[src/rtl/pe_row_scheduler.sv]
// Row-level sequencer for one processing element: walks every K-tap window of an
// ifmap row, tags the PE pipeline, captures each partial sum and hands it downstream.
module pe_row_scheduler #(
    parameter int DATA_WIDTH = 16,
    parameter int KMAX       = 7,
    parameter int ADDR_W     = 8,
    parameter int PIPE_LAT   = 3
) (
    input  logic                      clk,
    input  logic                      rst,
    input  logic                      start,
    input  logic [$clog2(KMAX+1)-1:0] kernel_size,
    input  logic [ADDR_W-1:0]         row_len,
    output logic                      busy,
    output logic                      done,
    output logic                      cfg_err,
    output logic                      rd_en,
    output logic [ADDR_W-1:0]         ifmap_addr,
    output logic [$clog2(KMAX)-1:0]   fltr_addr,
    output logic                      pe_en,
    output logic                      first_tap,
    output logic                      last_tap,
    input  logic [2*DATA_WIDTH-1:0]   psum_in,
    output logic                      out_valid,
    input  logic                      out_ready,
    output logic [2*DATA_WIDTH-1:0]   out_data,
    output logic [ADDR_W-1:0]         out_idx
);

    localparam int KW  = $clog2(KMAX + 1);
    localparam int FW  = $clog2(KMAX);
    localparam int PW  = PIPE_LAT - 1;
    localparam int PSW = 2 * DATA_WIDTH;

    localparam logic [KW-1:0]     K_ONE  = KW'(1);
    localparam logic [KW-1:0]     K_ZERO = KW'(0);
    localparam logic [FW-1:0]     F_ONE  = FW'(1);
    localparam logic [FW-1:0]     F_ZERO = FW'(0);
    localparam logic [ADDR_W-1:0] A_ONE  = ADDR_W'(1);
    localparam logic [ADDR_W-1:0] A_ZERO = ADDR_W'(0);

    typedef enum logic [2:0] {
        S_IDLE   = 3'd0,
        S_CHECK  = 3'd1,
        S_ISSUE  = 3'd2,
        S_DRAIN  = 3'd3,
        S_OUTPUT = 3'd4,
        S_FIN    = 3'd5
    } state_t;

    state_t              r_state;
    logic [KW-1:0]       r_k_cfg;
    logic [ADDR_W-1:0]   r_w_cfg;
    logic [ADDR_W-1:0]   r_o_last;
    logic [ADDR_W-1:0]   r_o;
    logic [KW-1:0]       r_k;
    logic                r_busy;
    logic                r_done;
    logic                r_cfg_err;
    logic                r_rd_en;
    logic [ADDR_W-1:0]   r_ifmap_addr;
    logic [FW-1:0]       r_fltr_addr;
    logic [PW-1:0]       r_en_pipe;
    logic [PW-1:0]       r_first_pipe;
    logic [PW-1:0]       r_last_pipe;
    logic                r_cap;
    logic                r_out_valid;
    logic [PSW-1:0]      r_out_data;
    logic [ADDR_W-1:0]   r_out_idx;

    logic [31:0]         w_k_wide;
    logic [31:0]         w_w_wide;
    logic [ADDR_W-1:0]   w_k_addr;
    logic                w_cfg_bad;
    logic                w_k_last;
    logic                w_tag_first;
    logic                w_tag_last;

    // Configuration legality, tap position and the tag bits that accompany each read.
    always_comb begin
        w_k_wide    = {{(32-KW){1'b0}}, r_k_cfg};
        w_w_wide    = {{(32-ADDR_W){1'b0}}, r_w_cfg};
        w_k_addr    = {{(ADDR_W-KW){1'b0}}, r_k_cfg};
        w_cfg_bad   = (w_k_wide == 32'd0) || (w_k_wide > 32'(KMAX)) || (w_w_wide < w_k_wide);
        w_k_last    = (r_k == (r_k_cfg - K_ONE));
        w_tag_first = r_rd_en && (r_k == K_ZERO);
        w_tag_last  = r_rd_en && w_k_last;
    end

    // Row sequencer; r_rd_en and the addresses always describe the tap r_k of window r_o.
    always_ff @(posedge clk or posedge rst) begin
        if (rst) begin
            r_state      <= S_IDLE;
            r_k_cfg      <= K_ZERO;
            r_w_cfg      <= A_ZERO;
            r_o_last     <= A_ZERO;
            r_o          <= A_ZERO;
            r_k          <= K_ZERO;
            r_busy       <= 1'b0;
            r_done       <= 1'b0;
            r_cfg_err    <= 1'b0;
            r_rd_en      <= 1'b0;
            r_ifmap_addr <= A_ZERO;
            r_fltr_addr  <= F_ZERO;
            r_out_valid  <= 1'b0;
            r_out_data   <= {PSW{1'b0}};
            r_out_idx    <= A_ZERO;
        end else begin
            r_done <= 1'b0;
            case (r_state)
                S_IDLE: begin
                    if (start) begin
                        r_k_cfg   <= kernel_size;
                        r_w_cfg   <= row_len;
                        r_busy    <= 1'b1;
                        r_cfg_err <= 1'b0;
                        r_state   <= S_CHECK;
                    end
                end
                S_CHECK: begin
                    if (w_cfg_bad) begin
                        r_cfg_err <= 1'b1;
                        r_done    <= 1'b1;
                        r_state   <= S_FIN;
                    end else begin
                        r_o          <= A_ZERO;
                        r_k          <= K_ZERO;
                        r_o_last     <= r_w_cfg - w_k_addr;
                        r_rd_en      <= 1'b1;
                        r_ifmap_addr <= A_ZERO;
                        r_fltr_addr  <= F_ZERO;
                        r_state      <= S_ISSUE;
                    end
                end
                S_ISSUE: begin
                    if (w_k_last) begin
                        r_rd_en <= 1'b0;
                        r_state <= S_DRAIN;
                    end else begin
                        r_k          <= r_k + K_ONE;
                        r_ifmap_addr <= r_ifmap_addr + A_ONE;
                        r_fltr_addr  <= r_fltr_addr + F_ONE;
                    end
                end
                S_DRAIN: begin
                    // r_cap marks the cycle in which the final-tap accumulation is on psum_in.
                    if (r_cap) begin
                        r_out_data  <= psum_in;
                        r_out_idx   <= r_o;
                        r_out_valid <= 1'b1;
                        r_state     <= S_OUTPUT;
                    end
                end
                S_OUTPUT: begin
                    if (r_out_valid && out_ready) begin
                        r_out_valid <= 1'b0;
                        if (r_o == r_o_last) begin
                            r_done  <= 1'b1;
                            r_state <= S_FIN;
                        end else begin
                            r_o          <= r_o + A_ONE;
                            r_k          <= K_ZERO;
                            r_rd_en      <= 1'b1;
                            r_ifmap_addr <= r_o + A_ONE;
                            r_fltr_addr  <= F_ZERO;
                            r_state      <= S_ISSUE;
                        end
                    end
                end
                S_FIN: begin
                    r_busy  <= 1'b0;
                    r_state <= S_IDLE;
                end
                default: begin
                    r_rd_en     <= 1'b0;
                    r_out_valid <= 1'b0;
                    r_busy      <= 1'b0;
                    r_state     <= S_IDLE;
                end
            endcase
        end
    end

    // Tag pipe: delays rd_en/first/last so they meet the operands at the PE.
    always_ff @(posedge clk or posedge rst) begin
        if (rst) begin
            r_en_pipe    <= {PW{1'b0}};
            r_first_pipe <= {PW{1'b0}};
            r_last_pipe  <= {PW{1'b0}};
            r_cap        <= 1'b0;
        end else begin
            r_en_pipe[0]    <= r_rd_en;
            r_first_pipe[0] <= w_tag_first;
            r_last_pipe[0]  <= w_tag_last;
            for (int i = 1; i < PW; i++) begin
                r_en_pipe[i]    <= r_en_pipe[i-1];
                r_first_pipe[i] <= r_first_pipe[i-1];
                r_last_pipe[i]  <= r_last_pipe[i-1];
            end
            r_cap <= r_en_pipe[PW-1] && r_last_pipe[PW-1];
        end
    end

    assign busy       = r_busy;
    assign done       = r_done;
    assign cfg_err    = r_cfg_err;
    assign rd_en      = r_rd_en;
    assign ifmap_addr = r_ifmap_addr;
    assign fltr_addr  = r_fltr_addr;
    assign pe_en      = r_en_pipe[PW-1];
    assign first_tap  = r_first_pipe[PW-1];
    assign last_tap   = r_last_pipe[PW-1];
    assign out_valid  = r_out_valid;
    assign out_data   = r_out_data;
    assign out_idx    = r_out_idx;

endmodule

[config.mk]
export PLATFORM = sky130hd
export DESIGN_NAME = pe_row_scheduler
export DESIGN_NICKNAME = d
export VERILOG_FILES = /design/src/rtl/pe_row_scheduler.sv
export SDC_FILE = /design/constraint.sdc
export NUM_CORES = 1
export LEC_CHECK = 0
export ABC_AREA = 1
export BUFFER_PORTS_ARGS = -buffer_cell sky130_fd_sc_hd__buf_2
export CORE_ASPECT_RATIO = 1.2
export CORE_MARGIN = 5
export CORE_UTILIZATION = 54
export CTS_BUF_LIST = sky130_fd_sc_hd__clkbuf_4 sky130_fd_sc_hd__clkbuf_8 sky130_fd_sc_hd__clkbuf_16
export CTS_CLUSTER_DIAMETER = 50
export CTS_CLUSTER_SIZE = 28
export DETAILED_ROUTE_END_ITERATION = 12
export PLACE_DENSITY = 0.78
export SETUP_SLACK_MARGIN = 0.2
export SYNTH_ARGS = -nofsm -noshare
export SYNTH_HDL_FRONTEND = slang
export SYNTH_SLANG_ARGS = --single-unit
[constraint.sdc]
create_clock -name clk -period 3.6 [get_ports clk]
set_input_delay 0.54 -clock clk [delete_from_list [all_inputs] [get_ports clk]]
set_output_delay 0.54 -clock clk [all_outputs]
set_load 0.01 [all_outputs]
==> results of run 1 <==
==> layout by cell type, fill, tap and decap left out, drive strengths merged, types with 7 or more instances in the layout <==
cell type	n
nand2	144
buf	106
dfrtp	96
inv	56
o21ai	43
mux2	33
nor2	28
nand3	24
ha	10
clkbuf	10
xor2	7
==> power by group <==
group / internal, uW / total [uW] / switching (uW)
clock network: 337 / 698 / 361
registers: 1100 / 1100 / 7.70
logic: 44.5 / 93.0 / 48.5
total: 1480 / 1890 / 417
==> cell type report <==
cell class                 count  area [um^2]
clock inverter                 6        58.81
fill                         699         2799
clock buffer                  10        137.6
inverter                      57        217.7
tap                          114        142.6
sequential                    96         2402
timing repair buffer         106        545.5
multi-input combinational    323         1894
==> worst max-delay path by stage <==
stage | end | cells after the start
2_1_floorplan | busy | 1
3_3_place_gp | ifmap_addr[6] | 8
3_5_place_dp | ifmap_addr[6] | 8
4_1_cts | ifmap_addr[4] | 8
5_1_grt | ifmap_addr[3] | 8
6_report | ifmap_addr[3] | 8
==> state kept, by name, indices dropped and copies added (netlist names) <==
| name | cells |
|---|---|
| fltr_addr | 3 |
| r_en_pipe | 2 |
| r_w_cfg | 8 |
| r_cap | 1 |
| r_o_last | 8 |
| done | 1 |
| out_data | 32 |
| r_k | 3 |
| out_valid | 1 |
| out_idx | 8 |
| busy | 1 |
| r_first_pipe | 2 |
| r_o | 8 |
| cfg_err | 1 |
| r_k_cfg | 3 |
| ifmap_addr | 8 |
| r_last_pipe | 2 |
| rd_en | 1 |
| r_state | 3 |
==> worst max-delay path: stages (launching register included) <==
cell,delay (ns)
sky130_fd_sc_hd__dfrtp_1,0.42
sky130_fd_sc_hd__ha_1,0.25
sky130_fd_sc_hd__fa_1,0.42
sky130_fd_sc_hd__o21ai_2,0.23
sky130_fd_sc_hd__o21bai_2,0.12
sky130_fd_sc_hd__a21oi_4,0.30
sky130_fd_sc_hd__nand3_4,0.34
sky130_fd_sc_hd__nand2_1,0.17
sky130_fd_sc_hd__o21ai_2,0.06
==> metal layers <==
layer	vias up	track usage [%]
li1	1773	-
met1	1695	22.42
met2	127	32.59
met3	20	3.530
met4	0	8.671
met5	-	0
==> cells by family (layout without fill, tap and decap cells) <==
| logic type | after synthesis | count (layout) |
|---|---|---|
| fa+ha+maj | 11 | 11 |
| buf+inv | 68 | 179 |
| mux | 33 | 33 |
| simple gates | 214 | 214 |
| compound gates | 52 | 52 |
| flops | 96 | 96 |
| xor+xnor | 13 | 13 |
==> through the flow <==
step                      hold WS (ns)  total power, uW  std cells  cell area [um^2]  utilization [%]
after floorplan                 0.3312             1166        487              4583                -
after global placement          0.3402             1217        696              5202            63.46
after detailed placement        0.3386             1221        696              5202            63.46
after CTS                       0.2960             1916        712              5399            65.86
after global routing            0.3138             1972        712              5399            65.86
final                           0.2762             1894        712              5399            65.86
==> run_results.csv, run 1 <==
group,metric,value,unit
routing,detailedRoute.firstIterationViolations,219,
worst_setup_path,reg2reg_setup_slack,1.17,ns
routing,dr.max_layer_used,"met4",
worst_setup_path,critical_path.reg2reg.endpoint,"ifmap_addr[3]",
final_layout,layout.nets,651,
synthesis,ys_warn_count,0,
synthesis,synth-async-reset-ratio,100.0,%
routing,remaining_drc_errors,0,
synthesis,yosys_register_bits,96,
routing,met3RoutedLength,605,um
synthesis,netlist_instances,487,
floorplanning,fp.dieArea,10440,um^2
final_layout,flow.area_growth_from_synthesis,17.80,%
sta,layout_worst_path_cycle_share,67.39,%
cts,cts.root.buffer_cell,"sky130_fd_sc_hd__clkbuf_8",
synthesis,synth_largest_area_cell,"sky130_fd_sc_hd__dfrtp_1",
sta,finalSetupViolCount,0,
cts,ctsHtreeMaxLevel,3,
synthesis,dominant_combinational_cell_family_by_area_after_synthesis,"simple AND/OR/NAND/NOR gates",
sta,timing.final.hold_violations,0,
cts,path_clk_slew,0.09,ns
job,timing.max_cap.violations,0,
worst_setup_path,crit_path_max_fanout,24,
synthesis,mapped_nets,545,
routing,first_pass_iters,4,
worst_setup_path,r2r.worst_path.cells,8,
placement,routabilityCongestion,0.8474,
floorplanning,core.rowCount,36,
cts,post_cts_hold_buffer_count,0,
cts,worstSkewPairLatency,0.36,ns
cts,cts_num_sinks,96,
floorplanning,die_w,94.10,um
synthesis,post_synth.cell_area_avg,9.411,um^2
final_layout,layout-drive-gt1-share,30.60,%
sta,rsz0062_at_grt,"false",
synthesis,post_synth_fa_ha_maj_area_fraction,3.167,%
routing,vias_per_cell,5.077,
worst_hold_path,min-delay-path-class,"in2async",
synthesis,synth-edff-count,0,
final_layout,antenna_cells,0,
synthesis,synthSimpleGateAreaFrac,20.28,%
synthesis,synth_largest_type_area_fraction,52.42,%
placement,port_buffers,105,
power,power_leakage,0.002882,uW
cts,post-cts-setup-buffer-count,0,
global_routing,groute.usage.overall,18.88,%
worst_setup_path,worstPathArrival,2.67,ns
routing,wl_per_cell,13.27,um
synthesis,synth.cell_area,4583,um^2
worst_setup_path,regToRegStartpoint,"r_k_cfg[0]",
cts,cts_resized,0,
synthesis,muxShareOfSynthArea,8.108,%
routing,met2_wirelength,4590,um
power,ratio_of_total_power_to_cell_area,350.7,nW/um^2
placement,dpl.hpwl,6989,um
global_routing,grt-ovfl-total,0,
run_status,outcome,"complete, no violations",
sta,tightestPinTransition,0.9883,ns
cts,tritoncts,"done",
global_routing,grt_pass1_wl,15970,um
synthesis,yosys.cell_count.top_type,"sky130_fd_sc_hd__nand2_1",
sta,fin_ws,1.174,ns
synthesis,synth.top_cells.by_area,"sky130_fd_sc_hd__dfrtp_1 52%, sky130_fd_sc_hd__nand2_1 12%, sky130_fd_sc_hd__mux2_2 7.1%",
sta,max-slew-margin-rel,33.88,%
synthesis,synth_xor_xnor_area_share,2.484,%
sta,clock-skew-final,0.007623,ns
synthesis,ys_top_cells_by_count,"142 x sky130_fd_sc_hd__nand2_1, 96 x sky130_fd_sc_hd__dfrtp_1, 52 x sky130_fd_sc_hd__inv_1",
floorplanning,effective_utilization_at_floorplan,55.91,%
synthesis,synthFlopType,"sky130_fd_sc_hd__dfrtp_1",
worst_setup_path,cp-start-kind,"flip-flop",
synthesis,synth_cell_type_count,37,
worst_setup_path,critPathRequiredTime,3.85,ns
floorplanning,chipHeight,110.9,um
cts,cts-buffers-inserted,9,
floorplanning,coreArea,8198,um^2
cts,cts-root-to-sink-buffers,2,
routing,final_antenna_net_count,0,
sta,fin_crit,2.426,ns
floorplanning,floorplan.io_pins,106,
worst_setup_path,critical_path_class,"reg2reg",
sta,setup_tns_final,0,ns
synthesis,ys_seq_area_share,52.42,%
global_routing,pin_count_of_the_biggest_net_entering_global_routing,97,
global_routing,grt_antenna_before_repair,0,
worst_setup_path,critPathLaunch,"r_k_cfg[0]",
routing,met1_length,4013,um
power,peakVddDrop,0.0001778,V
placement,dp_slack,1.166,ns
sta,report.final.slew_viol_count,0,
worst_setup_path,crit_path_end_kind,"flip-flop",
global_routing,first_global_vias,3605,
routing,totalWireLength,9451,um
synthesis,synth_compound_area_share,7.235,%
sta,max_freq,412.2,MHz
routing,via_count,3615,
Power figures use the tool's default switching activity.
==> run 2, diff against run 1 <==
- clock period: 3.6 -> 2.3 ns (I/O delays scaled with it)
==> run 2 against run 1 <==
Effect of this change:
- core utilization grew 3.0 points
- sequential cell count unchanged
- critical path type unchanged
- critical path depth up 1
- clock skew grew 0.0014 ns
- highest routed layer unchanged
- non-clock buffer count is 7 higher
- total power up 67%
==> run_results.csv, run 2 (synthesis gave the netlist of run 1 again) <==
group,metric,value,unit
worst_setup_path,worstPathArrival,2.32,ns
routing,via_count,3658,
final_layout,final.fill_count,667,
cts,cts-buffers-inserted,9,
worst_setup_path,critPathRequiredTime,2.55,ns
sta,report.final.slew_viol_count,0,
worst_setup_path,critical_path_class,"reg2reg",
sta,tightestPinTransition,0.6054,ns
sta,clock-skew-final,0.009052,ns
sta,finalSetupViolCount,0,
placement,dpl.hpwl,7253,um
routing,totalWireLength,10170,um
sta,max-slew-margin-rel,59.53,%
placement,dp_slack,0.001923,ns
routing,detailedRoute.firstIterationViolations,192,
floorplanning,fp.dieArea,10440,um^2
routing,remaining_drc_errors,0,
final_layout,most-common-layout-cells,"130 x sky130_fd_sc_hd__nand2_1, 105 x sky130_fd_sc_hd__buf_2, 96 x sky130_fd_sc_hd__dfrtp_1",
cts,cts-root-to-sink-buffers,2,
final_layout,stdcell_area,5642,um^2
global_routing,grt_pass1_wl,16680,um
power,power_leakage,0.002947,uW
routing,first_pass_iters,5,
final_layout,flow.area_growth_from_synthesis,23.10,%
floorplanning,core.rowCount,36,
sta,setup_tns_final,0,ns
power,peakVddDrop,0.0002880,V
worst_setup_path,regToRegStartpoint,"r_k_cfg[0]",
power,ratio_of_total_power_to_cell_area,561.3,nW/um^2
cts,path_clk_slew,0.09,ns
floorplanning,chipHeight,110.9,um
sta,layout_worst_path_cycle_share,89.90,%
worst_hold_path,min-delay-path-class,"in2async",
floorplanning,effective_utilization_at_floorplan,55.91,%
run_status,outcome,"complete, no violations",
final_layout,finalCoreUtilization,68.82,%
routing,vias_per_cell,5.066,
floorplanning,floorplan.io_pins,106,
floorplanning,coreArea,8198,um^2
worst_setup_path,crit_path_max_fanout,6,
placement,port_buffers,105,
cts,tritoncts,"done",
worst_setup_path,crit_path_end_kind,"flip-flop",
final_layout,flip_flop_count_of_the_largest_register_all_copies_and_words_added,32,
job,timing.max_cap.violations,0,
cts,ctsHtreeMaxLevel,3,
routing,wl_per_cell,14.08,um
placement,routabilityCongestion,0.8406,
final_layout,layout_commonest_cell,"sky130_fd_sc_hd__nand2_1",
placement,detailed_place.area,5248,um^2
global_routing,pin_count_of_the_biggest_net_entering_global_routing,51,
final_layout,antenna_cells,0,
floorplanning,die_w,94.10,um
worst_setup_path,critPathLaunch,"r_k_cfg[0]",
global_routing,first_global_vias,3655,
routing,final_antenna_net_count,0,
final_layout,layout-drive-gt1-share,33.88,%
global_routing,grt-ovfl-total,0,
sta,fin_crit,2.068,ns
cts,cts.root.buffer_cell,"sky130_fd_sc_hd__clkbuf_8",
sta,max_freq,483.6,MHz
global_routing,grt_antenna_before_repair,0,
power,power,3167,uW
cts,worstSkewPairLatency,0.36,ns
cts,cts_num_sinks,96,
sta,fin_ws,0.2323,ns
final_layout,layout.nets,661,
sta,timing.final.hold_violations,0,
sta,rsz0062_at_grt,"true",
global_routing,groute.usage.overall,19.97,%
worst_setup_path,cp-start-kind,"flip-flop",
run 2: through the flow:
stage	std cells	hold WS, ns
final	722	0.03053
after global routing	722	0.06171
after CTS	719	0.03690
after detailed placement	700	0.3380
after global placement	700	0.3390
after floorplan	487	0.3312
run 2: what timing repair did:
| action | in CTS | in global routing |
|---|---|---|
| endpoints found under the setup margin | 24 | 31 |
| hold buffers | 0 | 0 |
| buffers inserted | 2 | 1 |
| gates resized for setup | 4 | 18 |
| gates cloned | 1 | 2 |
| pin swaps | 3 | 6 |
run 2: final timing paths:
path / depth (start not counted) / endpoint / slack, ns
max: 9 / ifmap_addr[5] / 0.23
min: 2 / busy / 0.03
max reg2reg: 9 / ifmap_addr[5] / 0.23
min reg2reg: 0 / r_first_pipe[1] / 0.36
max in group asynchronous: 3 / out_data[3] / 1.62
min in group clk: 3 / r_w_cfg[7] / 0.18
run 2: power by group:
group | switching (uW) | leakage [uW] | internal [uW]
logic | 77.2 | 0.00165 | 70.8
registers | 12.4 | 0.00118 | 1710
clock network | 561 | 0.000120 | 730
total | 651 | 0.00295 | 2520
run 2: per-layer routing:
metal  vias up  GRT usage (%)  wire (um)
li1       1804              -          -
met1      1703          23.99       4162
met2       131          33.78       5135
met3        20          5.295        618
met4         0          7.803        250
met5         -              0          0
run 2: cell type report:
cell class	count	area, um^2	area share (%)
sequential	96	2402	42.58
multi-input combinational	326	2011	35.64
timing repair buffer	113	626.9	11.11
inverter	57	220.2	3.903
tap	114	142.6	2.528
clock buffer	10	131.4	2.329
clock inverter	6	107.6	1.907
run 2: critical path: stages (launching register included):
cell,delay (ns)
sky130_fd_sc_hd__dfrtp_1,0.42
sky130_fd_sc_hd__ha_2,0.21
sky130_fd_sc_hd__fa_2,0.37
sky130_fd_sc_hd__o21ai_4,0.18
sky130_fd_sc_hd__o21bai_4,0.09
sky130_fd_sc_hd__a21oi_4,0.21
sky130_fd_sc_hd__buf_12,0.15
sky130_fd_sc_hd__nand3_4,0.13
sky130_fd_sc_hd__nand2_2,0.13
sky130_fd_sc_hd__o21ai_2,0.06
==> run 3, diff against run 2 <==
- CELL_PAD_IN_SITES_DETAIL_PLACEMENT: not set -> 0
- CELL_PAD_IN_SITES_GLOBAL_PLACEMENT: not set -> 2
- CORE_UTILIZATION: 54 -> 33
- CTS_CLUSTER_SIZE: 28 -> not set
==> run 3 against run 2 <==
Effect of this change:
- wire length increased by 6.2%
- sequential power about the same
- setup slack improved by 0.042 ns
- critical path type unchanged
==> run_results.csv, run 3 (synthesis gave the netlist of run 1 again) <==
group,metric,value,unit
run_status,outcome,"complete, no violations",
floorplanning,fp.dieArea,16350,um^2
global_routing,groute.usage.overall,13.23,%
cts,cts.root.buffer_cell,"sky130_fd_sc_hd__clkbuf_16",
sta,clock-skew-final,0.008068,ns
final_layout,area_of_the_multi_input_gates,1938,um^2
sta,max_freq,493.6,MHz
routing,final_antenna_net_count,0,
floorplanning,die_w,117.6,um
global_routing,grt_pass1_wl,17850,um
sta,timing.final.hold_violations,0,
final_layout,layout.nets,663,
floorplanning,floorplan.io_pins,106,
final_layout,final.fill_count,1389,
floorplanning,coreArea,13700,um^2
final_layout,layout-drive-gt1-share,33.11,%
sta,max-slew-margin-rel,65.21,%
cts,path_clk_slew,0.07,ns
global_routing,pin_count_of_the_biggest_net_entering_global_routing,64,
worst_setup_path,critical_path.reg2reg.endpoint,"fltr_addr[1]",
final_layout,layout_commonest_cell,"sky130_fd_sc_hd__nand2_1",
floorplanning,chipHeight,139.1,um
worst_setup_path,critPathRequiredTime,2.54,ns
worst_setup_path,crit_path_max_fanout,12,
global_routing,grt_antenna_before_repair,0,
placement,port_buffers,105,
routing,wl_per_cell,13.83,um
final_layout,flip_flop_count_of_the_largest_register_all_copies_and_words_added,32,
worst_setup_path,critical_path_class,"reg2reg",
sta,fin_crit,2.026,ns
routing,totalWireLength,10800,um
worst_setup_path,crit_path_end_kind,"flip-flop",
floorplanning,effective_utilization_at_floorplan,33.45,%
global_routing,grt-ovfl-total,0,
power,peakVddDrop,0.0002735,V
cts,tritoncts,"done",
final_layout,finish.cell_count_without_fillers,781,
routing,vias_per_cell,4.558,
routing,remaining_drc_errors,0,
power,power_leakage,0.003015,uW
cts,cts-buffers-inserted,9,
placement,place.detailed.instances,759,
placement,routabilityCongestion,0.7651,
sta,layout_worst_path_cycle_share,88.08,%
final_layout,seqCellArea,2402,um^2
cts,ctsHtreeMaxLevel,3,
routing,detailedRoute.firstIterationViolations,120,
final_layout,flow.area_growth_from_synthesis,26.73,%
sta,setup_tns_final,0,ns
cts,cts_num_sinks,96,
final_layout,most-common-layout-cells,"139 x sky130_fd_sc_hd__nand2_1, 105 x sky130_fd_sc_hd__buf_2, 96 x sky130_fd_sc_hd__dfrtp_1",
cts,worstSkewPairLatency,0.34,ns
final_layout,stdcell_area,5808,um^2
floorplanning,core.rowCount,47,
placement,dpl.hpwl,7851,um
sta,report.final.slew_viol_count,0,
worst_setup_path,reg2reg_setup_slack,0.27,ns
worst_setup_path,critPathLaunch,"r_k_cfg[0]",
sta,rsz0062_at_grt,"false",
worst_setup_path,worstPathArrival,2.27,ns
global_routing,first_global_vias,3504,
cts,cts-root-to-sink-buffers,2,
final_layout,antenna_cells,0,
worst_setup_path,r2r.worst_path.cells,9,
job,timing.max_cap.violations,0,
placement,detailed_place.area,5346,um^2
sta,finalSetupViolCount,0,
routing,via_count,3560,
worst_hold_path,min-delay-path-class,"in2async",
power,ratio_of_total_power_to_cell_area,625.2,nW/um^2
routing,first_pass_iters,4,
worst_setup_path,regToRegStartpoint,"r_k_cfg[0]",
sta,tightestPinTransition,0.5213,ns
worst_setup_path,cp-start-kind,"flip-flop",
-- run 3: final cells by class --
type                            instances  share of cell area [%]
Sequential cell                        96                   41.36
Multi-Input combinational cell        323                   33.37
Timing Repair Buffer                  118                   11.68
Clock buffer                           11                   4.352
Inverter                               57                   3.791
Tap cell                              171                   3.684
Clock inverter                          5                   1.766
-- run 3: power by group --
part	total [uW]	internal, uW	switching [uW]
combinational	147	70.8	76.0
sequential	1730	1720	11.9
clock	1760	1120	636
total	3630	2910	724
-- run 3: what timing repair did --
item,4_1_cts,5_1_grt
endpoints found under the setup margin,4,34
pin swaps,0,5
cloned,0,1
hold buffers,0,0
setup buffers,0,5
gates resized for setup,1,9
-- run 3: through the flow --
| stage | power [uW] | setup WS (ns) | util [%] | hold WS [ns] |
|---|---|---|---|---|
| floorplan | 1826 | 0.2077 | - | 0.3312 |
| global placement | 1910 | 0.2580 | 39.02 | 0.3413 |
| detailed placement | 1914 | 0.1963 | 39.02 | 0.3386 |
| CTS | 3691 | 0.1942 | 41.63 | 0.1040 |
| global route | 3784 | 0.1701 | 42.39 | 0.1135 |
| finish | 3631 | 0.2741 | 42.39 | 0.08004 |
-- run 3: critical path: stages (launching register included) --
cell                        delay (ns)
sky130_fd_sc_hd__dfrtp_1          0.41
sky130_fd_sc_hd__ha_2             0.21
sky130_fd_sc_hd__fa_2             0.39
sky130_fd_sc_hd__o21ai_4          0.19
sky130_fd_sc_hd__o21bai_4         0.09
sky130_fd_sc_hd__a21oi_4          0.19
sky130_fd_sc_hd__nand3_4          0.12
sky130_fd_sc_hd__clkbuf_16        0.20
sky130_fd_sc_hd__nand2_1          0.06
sky130_fd_sc_hd__nand2_1          0.04
-- run 3: worst max path at each step --
stage,end
detailed placement,r_o[4]
CTS,ifmap_addr[1]
global route,ifmap_addr[2]
finish,fltr_addr[1]
global placement,r_o[3]
floorplan,ifmap_addr[2]
-- run 3: metal layers --
layer	part of all wire, %	track usage [%]
met5	0	0
met1	46	17.37
met3	6.1	4.325
met4	1.4	4.167
met2	47	20.77
